`src/rtl/generador_pulso_if.sv`:
```
// Purpose: bundles the pulse-train request, operands and status signals.
// Latency: none, wires only.
// Backpressure: none; start is only honoured while the generator is idle.
interface generador_pulso_if #(
   parameter int BIT_periodo = 4,
   parameter int BIT_rep     = 3
);
   logic                   start;
   logic [BIT_periodo-1:0] periodo;
   logic [BIT_periodo-1:0] pausa;
   logic [BIT_rep-1:0]     repeticiones;
   logic                   abort;
   logic                   pulso;
   logic                   busy;
   logic                   done;
   logic [BIT_rep-1:0]     cuenta_pulsos;

   // Requester side: issues trains and watches status.
   modport master (
      output start, periodo, pausa, repeticiones, abort,
      input  pulso, busy, done, cuenta_pulsos
   );

   // Generator side.
   modport slave (
      input  start, periodo, pausa, repeticiones, abort,
      output pulso, busy, done, cuenta_pulsos
   );
endinterface

```
`src/rtl/generador_pulso.sv`:
```
// Purpose: generates a train of N enable pulses, P cycles high with gaps of max(pausa,1) cycles.
// Latency: pulso rises on the edge that accepts start; done strobes on the edge that ends the train.
// Backpressure: start is ignored while busy; abort cuts an active train short on the next edge.
module generador_pulso #(
   parameter int BIT_periodo = 4,
   parameter int BIT_rep     = 3
) (
   input  logic               clk,
   input  logic               rst,
   generador_pulso_if.slave   bus
);

   typedef enum logic [1:0] {IDLE, HIGH, GAP, FIN} state_t;

   localparam logic [BIT_periodo-1:0] CNT_ONE = BIT_periodo'(1);

   state_t                 state_q, state_d;
   logic [BIT_periodo-1:0] per_q, per_d;
   logic [BIT_periodo-1:0] pau_q, pau_d;
   logic [BIT_rep-1:0]     rep_q, rep_d;
   logic [BIT_periodo-1:0] cnt_q, cnt_d;
   logic [BIT_rep-1:0]     cuenta_q, cuenta_d;
   logic                   pulso_q, pulso_d;
   logic                   busy_q, busy_d;
   logic                   done_q, done_d;

   logic [BIT_rep-1:0]     rep_last;
   logic                   high_end;
   logic                   gap_end;

   // Phase completion and the count value that marks the last pulse
   // (repeticiones=0 behaves as 1, so its last index is 0 too).
   // cnt_q counts from 1, so it never has to reach 2^BIT_periodo.
   always_comb begin
      rep_last = (rep_q == '0) ? '0 : rep_q - 1'b1;
      high_end = (cnt_q == per_q);
      gap_end  = (cnt_q >= pau_q);
   end

   // Next-state and next-output logic; all outputs are produced from flops.
   always_comb begin
      state_d  = state_q;
      per_d    = per_q;
      pau_d    = pau_q;
      rep_d    = rep_q;
      cnt_d    = cnt_q;
      cuenta_d = cuenta_q;
      pulso_d  = pulso_q;
      busy_d   = busy_q;
      done_d   = done_q;

      case (state_q)
         IDLE: begin
            pulso_d = 1'b0;
            busy_d  = 1'b0;
            done_d  = 1'b0;
            // abort has no meaning here, so start always wins.
            if (bus.start) begin
               per_d    = bus.periodo;
               pau_d    = bus.pausa;
               rep_d    = bus.repeticiones;
               cuenta_d = '0;
               cnt_d    = CNT_ONE;
               busy_d   = 1'b1;
               if (bus.periodo == '0) begin
                  state_d = FIN;
                  done_d  = 1'b1;
               end else begin
                  state_d = HIGH;
                  pulso_d = 1'b1;
               end
            end
         end

         HIGH: begin
            if (bus.abort) begin
               // Truncated pulse is not counted.
               state_d = FIN;
               pulso_d = 1'b0;
               done_d  = 1'b1;
            end else if (high_end) begin
               pulso_d  = 1'b0;
               cuenta_d = cuenta_q + 1'b1;
               cnt_d    = CNT_ONE;
               if (cuenta_q == rep_last) begin
                  state_d = FIN;
                  done_d  = 1'b1;
               end else begin
                  state_d = GAP;
               end
            end else begin
               cnt_d = cnt_q + 1'b1;
            end
         end

         GAP: begin
            if (bus.abort) begin
               state_d = FIN;
               done_d  = 1'b1;
            end else if (gap_end) begin
               state_d = HIGH;
               pulso_d = 1'b1;
               cnt_d   = CNT_ONE;
            end else begin
               cnt_d = cnt_q + 1'b1;
            end
         end

         FIN: begin
            state_d = IDLE;
            done_d  = 1'b0;
            busy_d  = 1'b0;
            pulso_d = 1'b0;
         end

         default: begin
            state_d = IDLE;
            pulso_d = 1'b0;
            busy_d  = 1'b0;
            done_d  = 1'b0;
         end
      endcase
   end

   // State register; reset abandons any train immediately with no done strobe.
   always_ff @(posedge clk or negedge rst) begin
      if (!rst) begin
         state_q  <= IDLE;
         per_q    <= '0;
         pau_q    <= '0;
         rep_q    <= '0;
         cnt_q    <= '0;
         cuenta_q <= '0;
         pulso_q  <= 1'b0;
         busy_q   <= 1'b0;
         done_q   <= 1'b0;
      end else begin
         state_q  <= state_d;
         per_q    <= per_d;
         pau_q    <= pau_d;
         rep_q    <= rep_d;
         cnt_q    <= cnt_d;
         cuenta_q <= cuenta_d;
         pulso_q  <= pulso_d;
         busy_q   <= busy_d;
         done_q   <= done_d;
      end
   end

   assign bus.pulso         = pulso_q;
   assign bus.busy          = busy_q;
   assign bus.done          = done_q;
   assign bus.cuenta_pulsos = cuenta_q;

endmodule
```
`src/flat_wrapper.sv`:
```
// flat-port wrapper written by rule: the top's interface ports become plain ports
module generador_pulso_flat 
#(
   parameter int BIT_periodo = 4,
   parameter int BIT_rep     = 3
)
  (clk, rst, bus_start, bus_periodo, bus_pausa, bus_repeticiones, bus_abort, bus_pulso, bus_busy, bus_done, bus_cuenta_pulsos);
  generador_pulso_if #(.BIT_periodo(BIT_periodo), .BIT_rep(BIT_rep)) bus_i ();
  input  logic clk;
  input  logic rst;
  input wire logic [$bits(bus_i.start)-1:0] bus_start;
  input wire logic [$bits(bus_i.periodo)-1:0] bus_periodo;
  input wire logic [$bits(bus_i.pausa)-1:0] bus_pausa;
  input wire logic [$bits(bus_i.repeticiones)-1:0] bus_repeticiones;
  input wire logic [$bits(bus_i.abort)-1:0] bus_abort;
  output wire logic [$bits(bus_i.pulso)-1:0] bus_pulso;
  output wire logic [$bits(bus_i.busy)-1:0] bus_busy;
  output wire logic [$bits(bus_i.done)-1:0] bus_done;
  output wire logic [$bits(bus_i.cuenta_pulsos)-1:0] bus_cuenta_pulsos;
  assign bus_i.start = bus_start;
  assign bus_i.periodo = bus_periodo;
  assign bus_i.pausa = bus_pausa;
  assign bus_i.repeticiones = bus_repeticiones;
  assign bus_i.abort = bus_abort;
  assign bus_pulso = bus_i.pulso;
  assign bus_busy = bus_i.busy;
  assign bus_done = bus_i.done;
  assign bus_cuenta_pulsos = bus_i.cuenta_pulsos;
  generador_pulso #(.BIT_periodo(BIT_periodo), .BIT_rep(BIT_rep)) u_core (.clk(clk), .rst(rst), .bus(bus_i));
endmodule
```
`config.mk`:
```
export PLATFORM = sky130hd
export DESIGN_NAME = generador_pulso_flat
export DESIGN_NICKNAME = d
export VERILOG_FILES = /design/src/rtl/generador_pulso_if.sv /design/src/rtl/generador_pulso.sv /design/src/flat_wrapper.sv
export SDC_FILE = /design/constraint.sdc
export NUM_CORES = 1
export LEC_CHECK = 0
export ABC_AREA = 1
export CORE_MARGIN = 10
export CORE_UTILIZATION = 58
export DETAILED_ROUTE_END_ITERATION = 12
export GPL_ROUTABILITY_DRIVEN = 0
export PLACE_DENSITY = 0.86
export SLEW_MARGIN = 25
export SYNTH_ARGS = -nofsm -noshare
export SYNTH_HDL_FRONTEND = slang
export SYNTH_SLANG_ARGS = --single-unit
```
`constraint.sdc`:
```
create_clock -name clk -period 4.8 [get_ports clk]
set_input_delay 0.96 -clock clk [delete_from_list [all_inputs] [get_ports clk]]
set_output_delay 0.96 -clock clk [all_outputs]
set_load 0.02 [all_outputs]
```
==> impl_metrics.py, run 1 <==
metrics = {
    "status": {
        "status": "finished, final reports clean",
    },
    "cts": {
        "cts_buffer_depth": 2,
        "cts_resized": 0,
        "post_cts_buffers": 0,
        "cts_tree": "built",
        "cts_sinks": 23,
        "cts_buffers": 3,
        "clk_latency_ns": 0.31,
        "root_buffer": "clkbuf_4",
        "path_clk_slew_ns": 0.12,
        "holdBufCountCts": 0,
        "cts_max_level": 1,
    },
    "setup_path": {
        "path_cells": "clkdlybuf4s50_1",
        "arrival_ns": 1.39,
        "worstPathRequired_ns": 3.84,
        "crit_buf_inv": 1,
        "end_kind": "primary output",
        "critPathLaunchType": "register",
        "cp_slowest_cell": "clkdlybuf4s50_1",
        "worst-path-stages": 1,
        "crit_path_start": "u_core.bus.cuenta_pulsos[0]",
        "cpLargestDelayFamily": "buffers and inverters",
        "cp_max_fo": 6,
        "reg2reg_from": "u_core.state_q[1]",
        "slowest_delay_ns": 0.64,
        "reg2reg_depth": 9,
        "criticalPathCategory": "reg2out",
    },
    "min_path": {
        "min_from": "u_core.bus.done",
        "hold_class": "reg2reg",
        "whs_path_depth": 2,
    },
    "route": {
        "drc": 0,
        "dr.pass1.iters": 4,
        "vias": 1312,
        "via_per_inst": 5.105,
        "ant_nets": 0,
        "initialDrtViolationCount": 86,
        "wire_per_inst_um": 11.75,
        "drt_wl_total_mm": 3.020,
    },
    "logic_synthesis": {
        "synth_area_um2": 1526,
        "synth_top_area_cell": "dfrtp_1",
        "synth.top_cell.area_share": 0.3770,
        "synth_nets": 235,
        "synth_ff_type": "dfrtp_1",
        "async_reset_ff_frac": 1.000,
        "ys_warn_count": 0,
        "synth_edf_count": 0,
        "netlist_instances": 206,
        "ys_ff_latch": 23,
        "synth_cell_types": 25,
        "ys_top_cells_by_area": "dfrtp_1 38%, nand2_1 18%, ha_1 11%, inv_1 7.4%, o21ai_0 4.9%",
        "seq_area_frac_synth": 0.3770,
        "avgSynthCellArea_um2": 7.410,
    },
    "cells_and_area": {
        "final_nets": 257,
        "postLayoutCoreUtil": 0.7082,
        "num_antenna_cells": 0,
        "layout-drive-gt1-share": 0.09251,
        "final_common_cell": "nand2_1",
        "syn_to_final_growth_pct": 15.98,
        "most-common-layout-cells": "72 x nand2_1, 30 x inv_1, 23 x dfrtp_1",
    },
    "floorplan": {
        "die_height_um": 71.30,
        "placementRows": 18,
        "core_region_area_um2": 2500,
        "die_w_um": 71.30,
        "io_pins": 21,
        "initial_core_util": 0.6106,
        "dieArea_um2": 5084,
    },
    "timing": {
        "drv_slew": 0,
        "min_period_over_period": 0.4899,
        "setup_viol": 0,
        "setup_ws_ns": 2.449,
        "tns_ns": 0,
        "clock.fmax_ghz": 0.4253,
        "slew-limit-headroom": 0.6602,
        "hold_viol": 0,
        "finClkSkew_ns": 0.01011,
        "fin_hold_ws_ns": 0.5051,
        "worst_pin_slew_ns": 0.5097,
        "rsz0062_at_grt": "false",
        "period_needed_ns": 2.351,
    },
    "placed_design": {
        "post-dp-hpwl_mm": 2.440,
        "port_buffers": 20,
        "pre_cts_ws_ns": 2.448,
    },
    "global_route": {
        "grt_pass1_wl_mm": 5.540,
        "grt_usage": 0.1274,
        "grt_overflow": 0,
        "grt_max_degree": 24,
        "grt_pass1_vias": 1374,
        "grt_antenna_before_repair": 0,
    },
    "power_and_ir_drop": {
        "power.total_mw": 1.067,
        "peakVddDrop_uv": 451.6,
        "power_density_nw_per_um2": 602.6,
        "p_leak_nw": 0.9430,
    },
    "flow_run": {
        "drv_cap": 0,
    },
}
## cell type report
| type | instances | area, um^2 |
|---|---|---|
| repair buffers | 20 | 195.2 |
| clock buffers | 3 | 22.52 |
| clock inverters | 1 | 5.005 |
| well taps | 30 | 37.54 |
| fillers | 219 | 729.5 |
| inverters | 34 | 127.6 |
| flip-flops and latches | 23 | 575.6 |
| multi-input cells | 146 | 807.0 |
## per-layer routing
layer,up-vias,global-route usage,wire length [um]
met3,5,0.02893,150
met2,29,0.2206,1448
li1,682,-,-
met4,0,0.04086,29
met1,596,0.1511,1392
met5,-,0,0
## state kept, by name, indices dropped and copies added (netlist names)
signal / count
u_core.per_q: 4
u_core.bus.done: 1
u_core.bus.cuenta_pulsos: 3
u_core.bus.busy: 1
u_core.state_q: 2
u_core.pau_q: 4
u_core.rep_q: 3
u_core.cnt_q: 4
u_core.bus.pulso: 1
## synth_stat cells (2+ instances only)
| library cell | instances |
|---|---|
| nand3_1 | 11 |
| inv_2 | 4 |
| ha_1 | 14 |
| dfrtp_1 | 23 |
| nand2_1 | 72 |
| inv_1 | 30 |
| nor2_2 | 4 |
| o21ai_1 | 5 |
| o21ai_0 | 15 |
| nand4_1 | 4 |
| xor2_1 | 2 |
| nor2_1 | 7 |
| nand2_2 | 3 |
## logic make-up (layout without fill, tap and decap cells)
logic type,Yosys count,count (layout),synth area share
flops,23,23,0.3770
buf+inv,37,58,0.09426
fa+ha+maj,14,14,0.1148
compound gates,24,24,0.09180
xor+xnor,3,3,0.01722
simple gates,105,105,0.3049
## where the power goes
group / internal (mW) / switching [mW] / total, mW
clock: 0.0311 / 0.0581 / 0.0892
sequential: 0.275 / 0.0720 / 0.347
combinational: 0.248 / 0.382 / 0.630
total: 0.555 / 0.512 / 1.07
## per-stage QoR
stage / std cells / cell area (um^2)
5_1_grt: 257 / 1770
4_1_cts: 257 / 1775
6_report: 257 / 1770
3_3_place_gp: 253 / 1748
2_1_floorplan: 206 / 1526
3_5_place_dp: 253 / 1748
## worst paths after layout
path                                   endpoint  slack, ns
min in group asynchronous       u_core.per_q[3]       0.59
max in group asynchronous       u_core.rep_q[0]       3.85
hold / removal                  u_core.bus.done       0.51
setup / recovery           bus_cuenta_pulsos[0]       2.45
hold reg to reg                 u_core.bus.done       0.51
setup reg to reg                u_core.bus.done       3.07
No activity file was read; power rests on OpenSTA's default activity.
==> inputs of run 2 (changes only) <==
- CORE_UTILIZATION: 58 -> 49
- PLACE_DENSITY: 0.86 -> 0.77
- clock period: 4.8 -> 2.05 ns (I/O delays scaled with it)
==> impl_metrics.py, run 2 (same netlist as run 1, synthesis figures left out) <==
metrics = {
    "timing": {
        "worst_pin_slew_ns": 0.3621,
        "rsz0062_at_grt": "false",
        "hold_viol": 0,
        "period_needed_ns": 1.831,
        "setup_viol": 0,
        "tns_ns": 0,
        "clock.fmax_ghz": 0.5461,
        "fin_hold_ws_ns": 0.4179,
        "min_period_over_period": 0.8933,
        "drv_slew": 0,
        "slew-limit-headroom": 0.7586,
        "finClkSkew_ns": 0.007353,
    },
    "floorplan": {
        "core_region_area_um2": 3028,
        "die_w_um": 75.82,
        "die_height_um": 75.82,
        "placementRows": 20,
        "initial_core_util": 0.5041,
        "dieArea_um2": 5748,
        "io_pins": 21,
    },
    "cts": {
        "cts_resized": 0,
        "holdBufCountCts": 0,
        "root_buffer": "clkbuf_4",
        "cts_tree": "built",
        "post_cts_buffers": 0,
        "cts_sinks": 23,
        "cts_buffer_depth": 2,
        "cts_buffers": 3,
        "path_clk_slew_ns": 0.13,
        "clk_latency_ns": 0.33,
        "cts_max_level": 1,
    },
    "setup_path": {
        "cp_slowest_cell": "clkdlybuf4s50_1",
        "criticalPathCategory": "reg2out",
        "cp_max_fo": 6,
        "worstPathRequired_ns": 1.64,
        "end_kind": "primary output",
        "crit_buf_inv": 1,
        "slowest_delay_ns": 0.64,
        "cpLargestDelayFamily": "buffers and inverters",
        "path_cells": "clkdlybuf4s50_1",
        "arrival_ns": 1.42,
        "critPathLaunchType": "register",
    },
    "cells_and_area": {
        "final_nets": 259,
        "syn_to_final_growth_pct": 18.44,
        "layout-drive-gt1-share": 0.09607,
        "design_area_um2": 1808,
        "final_common_cell": "nand2_1",
        "final_cells": 273,
        "reg_top3": "u_core.cnt_q x4, u_core.pau_q x4, u_core.per_q x4",
        "most-common-layout-cells": "72 x nand2_1, 30 x inv_1, 23 x dfrtp_1",
        "num_antenna_cells": 0,
    },
    "route": {
        "drc": 0,
        "via_per_inst": 4.795,
        "vias": 1309,
        "initialDrtViolationCount": 64,
        "ant_nets": 0,
        "wire_per_inst_um": 11.05,
        "drt_wl_total_mm": 3.016,
        "dr.pass1.iters": 4,
    },
    "global_route": {
        "grt_usage": 0.1162,
        "grt_pass1_wl_mm": 5.230,
        "grt_antenna_before_repair": 0,
        "grt_pass1_vias": 1248,
        "grt_max_degree": 24,
        "grt_overflow": 0,
    },
    "status": {
        "status": "finished, final reports clean",
    },
    "min_path": {
        "hold_class": "in2async",
    },
    "power_and_ir_drop": {
        "power_density_nw_per_um2": 1379,
        "power.total_mw": 2.494,
        "p_leak_nw": 0.9521,
        "peakVddDrop_uv": 729.0,
    },
    "placed_design": {
        "post-dp-hpwl_mm": 2.393,
        "port_buffers": 20,
        "dpl_cell_area_um2": 1780,
        "placedCellCount": 269,
    },
    "flow_run": {
        "drv_cap": 0,
    },
}
## run 2: power breakdown
group	switching [mW]	total, mW	internal (mW)
sequential	0.170	0.815	0.645
combinational	0.870	1.46	0.588
clock	0.148	0.221	0.0733
## run 2: per-layer routing
layer	track usage	wire length, um	vias up
met2	0.1906	1311	29
met1	0.1433	1453	588
li1	-	-	687
met5	0	0	-
met3	0.02083	185	5
met4	0.05567	65	0
## run 2: area by class of cell
type | instances | area (um^2)
clock buffer | 3 | 22.52
timing repair buffer | 22 | 215.2
fill | 294 | 1220
inverter | 34 | 127.6
sequential | 23 | 575.6
tap | 44 | 55.05
clock inverter | 1 | 5.005
multi-input combinational | 146 | 807.0
## run 2: per-stage QoR
step,worst slack [ns],util
after floorplan,0.5363,-
after global placement,0.3395,0.5880
after detailed placement,0.2980,0.5880
after CTS,0.2094,0.5971
after global routing,0.1554,0.5971
final,0.2187,0.5971
## run 2: final timing paths
check / cells past startpoint / endpoint / slack, ns / from
worst max-delay path: 1 / bus_cuenta_pulsos[0] / 0.22 / u_core.bus.cuenta_pulsos[0]
min in group clk: 2 / u_core.bus.done / 0.50 / u_core.bus.done
worst max register to register: 9 / u_core.bus.done / 0.33 / u_core.state_q[1]
worst min register to register: 2 / u_core.bus.done / 0.50 / u_core.bus.done
max in group asynchronous: 2 / u_core.cnt_q[0] / 1.40 / rst
worst min-delay path: 2 / u_core.bus.pulso / 0.42 / rst
==> inputs of run 3 (changes only) <==
- CORE_UTILIZATION: 49 -> 54
- PLACE_DENSITY: 0.77 -> 0.81
- clock period: 2.05 -> 2.1 ns (I/O delays scaled with it)
==> impl_metrics.py, run 3 (same netlist as run 1, synthesis figures left out) <==
metrics = {
    "floorplan": {
        "die_height_um": 73.17,
        "placementRows": 19,
        "die_w_um": 73.17,
        "io_pins": 21,
        "initial_core_util": 0.5584,
        "core_region_area_um2": 2734,
        "dieArea_um2": 5353,
    },
    "global_route": {
        "grt_pass1_wl_mm": 5.361,
        "grt_pass1_vias": 1287,
        "use_met1": 0.1464,
        "grt_overflow": 0,
        "grt_usage": 0.1238,
        "gr-usage-met3": 0.03537,
        "grtUsageMet2": 0.2006,
        "grt-busiest-layer": "met2",
        "grt_antenna_before_repair": 0,
        "grt_max_degree": 24,
    },
    "timing": {
        "worst_pin_slew_ns": 0.3742,
        "tns_ns": 0,
        "rsz0062_at_grt": "false",
        "slew-limit-headroom": 0.7505,
        "setup_viol": 0,
        "drv_slew": 0,
        "period_needed_ns": 1.831,
        "min_period_over_period": 0.8717,
        "hold_viol": 0,
        "finClkSkew_ns": 0.008710,
        "clock.fmax_ghz": 0.5463,
    },
    "cells_and_area": {
        "num_antenna_cells": 0,
        "layout-drive-gt1-share": 0.09607,
        "most-common-layout-cells": "72 x nand2_1, 30 x inv_1, 23 x dfrtp_1",
        "final_common_cell": "nand2_1",
        "reg_top3": "u_core.cnt_q x4, u_core.pau_q x4, u_core.per_q x4",
        "final_nets": 259,
        "syn_to_final_growth_pct": 17.38,
    },
    "route": {
        "drt_wl_total_mm": 3.094,
        "ant_nets": 0,
        "vias": 1303,
        "via_per_inst": 5.012,
        "dr.pass1.iters": 5,
        "wire_per_inst_um": 11.90,
        "drc": 0,
        "initialDrtViolationCount": 50,
    },
    "cts": {
        "cts_resized": 0,
        "post_cts_buffers": 0,
        "cts_buffer_depth": 2,
        "path_clk_slew_ns": 0.13,
        "cts_sinks": 23,
        "clk_latency_ns": 0.32,
        "holdBufCountCts": 0,
        "cts_max_level": 1,
        "root_buffer": "clkbuf_4",
        "cts_tree": "built",
        "cts_buffers": 3,
    },
    "power_and_ir_drop": {
        "peakVddDrop_uv": 1000,
        "power.total_mw": 2.439,
        "p_leak_nw": 0.9521,
        "power_density_nw_per_um2": 1362,
    },
    "flow_run": {
        "drv_cap": 0,
    },
    "setup_path": {
        "critPathLaunchType": "register",
        "criticalPathCategory": "reg2out",
        "reg2reg_from": "u_core.state_q[0]",
        "r2r-end": "u_core.cnt_q[3]",
        "worstPathRequired_ns": 1.68,
        "cp_slowest_cell": "clkdlybuf4s50_1",
        "end_kind": "primary output",
        "cp_max_fo": 6,
        "reg2reg_depth": 9,
        "cpLargestDelayFamily": "buffers and inverters",
        "arrival_ns": 1.41,
        "crit_path_start": "u_core.bus.cuenta_pulsos[0]",
        "slowest_delay_ns": 0.64,
        "r2r_slack_ns": 0.38,
        "crit_buf_inv": 1,
        "path_cells": "clkdlybuf4s50_1",
    },
    "status": {
        "status": "finished, final reports clean",
    },
    "placed_design": {
        "port_buffers": 20,
        "post-dp-hpwl_mm": 2.447,
    },
    "min_path": {
        "hold_class": "in2async",
    },
}
## run 3: where the power goes
group	internal [mW]	switching (mW)
sequential	0.629	0.165
clock	0.0713	0.140
combinational	0.574	0.860
total	1.27	1.16
## run 3: final cells by class
type | instances | area [um^2]
fill | 239 | 942.2
multi-input combinational | 146 | 807.0
sequential | 23 | 575.6
timing repair buffer | 22 | 215.2
inverter | 34 | 127.6
tap | 31 | 38.79
clock buffer | 3 | 22.52
clock inverter | 1 | 5.005
## run 3: routing by layer
layer | part of all wire | up-vias
li1 | - | 690
met1 | 0.46 | 575
met2 | 0.45 | 32
met3 | 0.068 | 6
met4 | 0.023 | 0
met5 | 0 | -
## run 3: stage by stage
stage               hold WS, ns  cell area [um^2]  worst slack, ns  std cells    util
floorplan                0.1244              1526           0.5863        206       -
global placement         0.4558              1764           0.3803        256  0.6453
detailed placement       0.4580              1764           0.3465        256  0.6453
CTS                      0.4307              1792           0.2402        260  0.6554
global route             0.4509              1792           0.2083        260  0.6554
finish                   0.4296              1792           0.2695        260  0.6554
## run 3: how the worst max path moves through the flow
| stage | to | slack, ns | cells after the start |
|---|---|---|---|
| floorplan | u_core.cnt_q[0] | 0.59 | 10 |
| global placement | u_core.cnt_q[0] | 0.38 | 8 |
| finish | bus_cuenta_pulsos[0] | 0.27 | 1 |
| global route | bus_cuenta_pulsos[0] | 0.21 | 1 |
| CTS | bus_cuenta_pulsos[0] | 0.24 | 1 |
| detailed placement | u_core.cnt_q[3] | 0.35 | 7 |
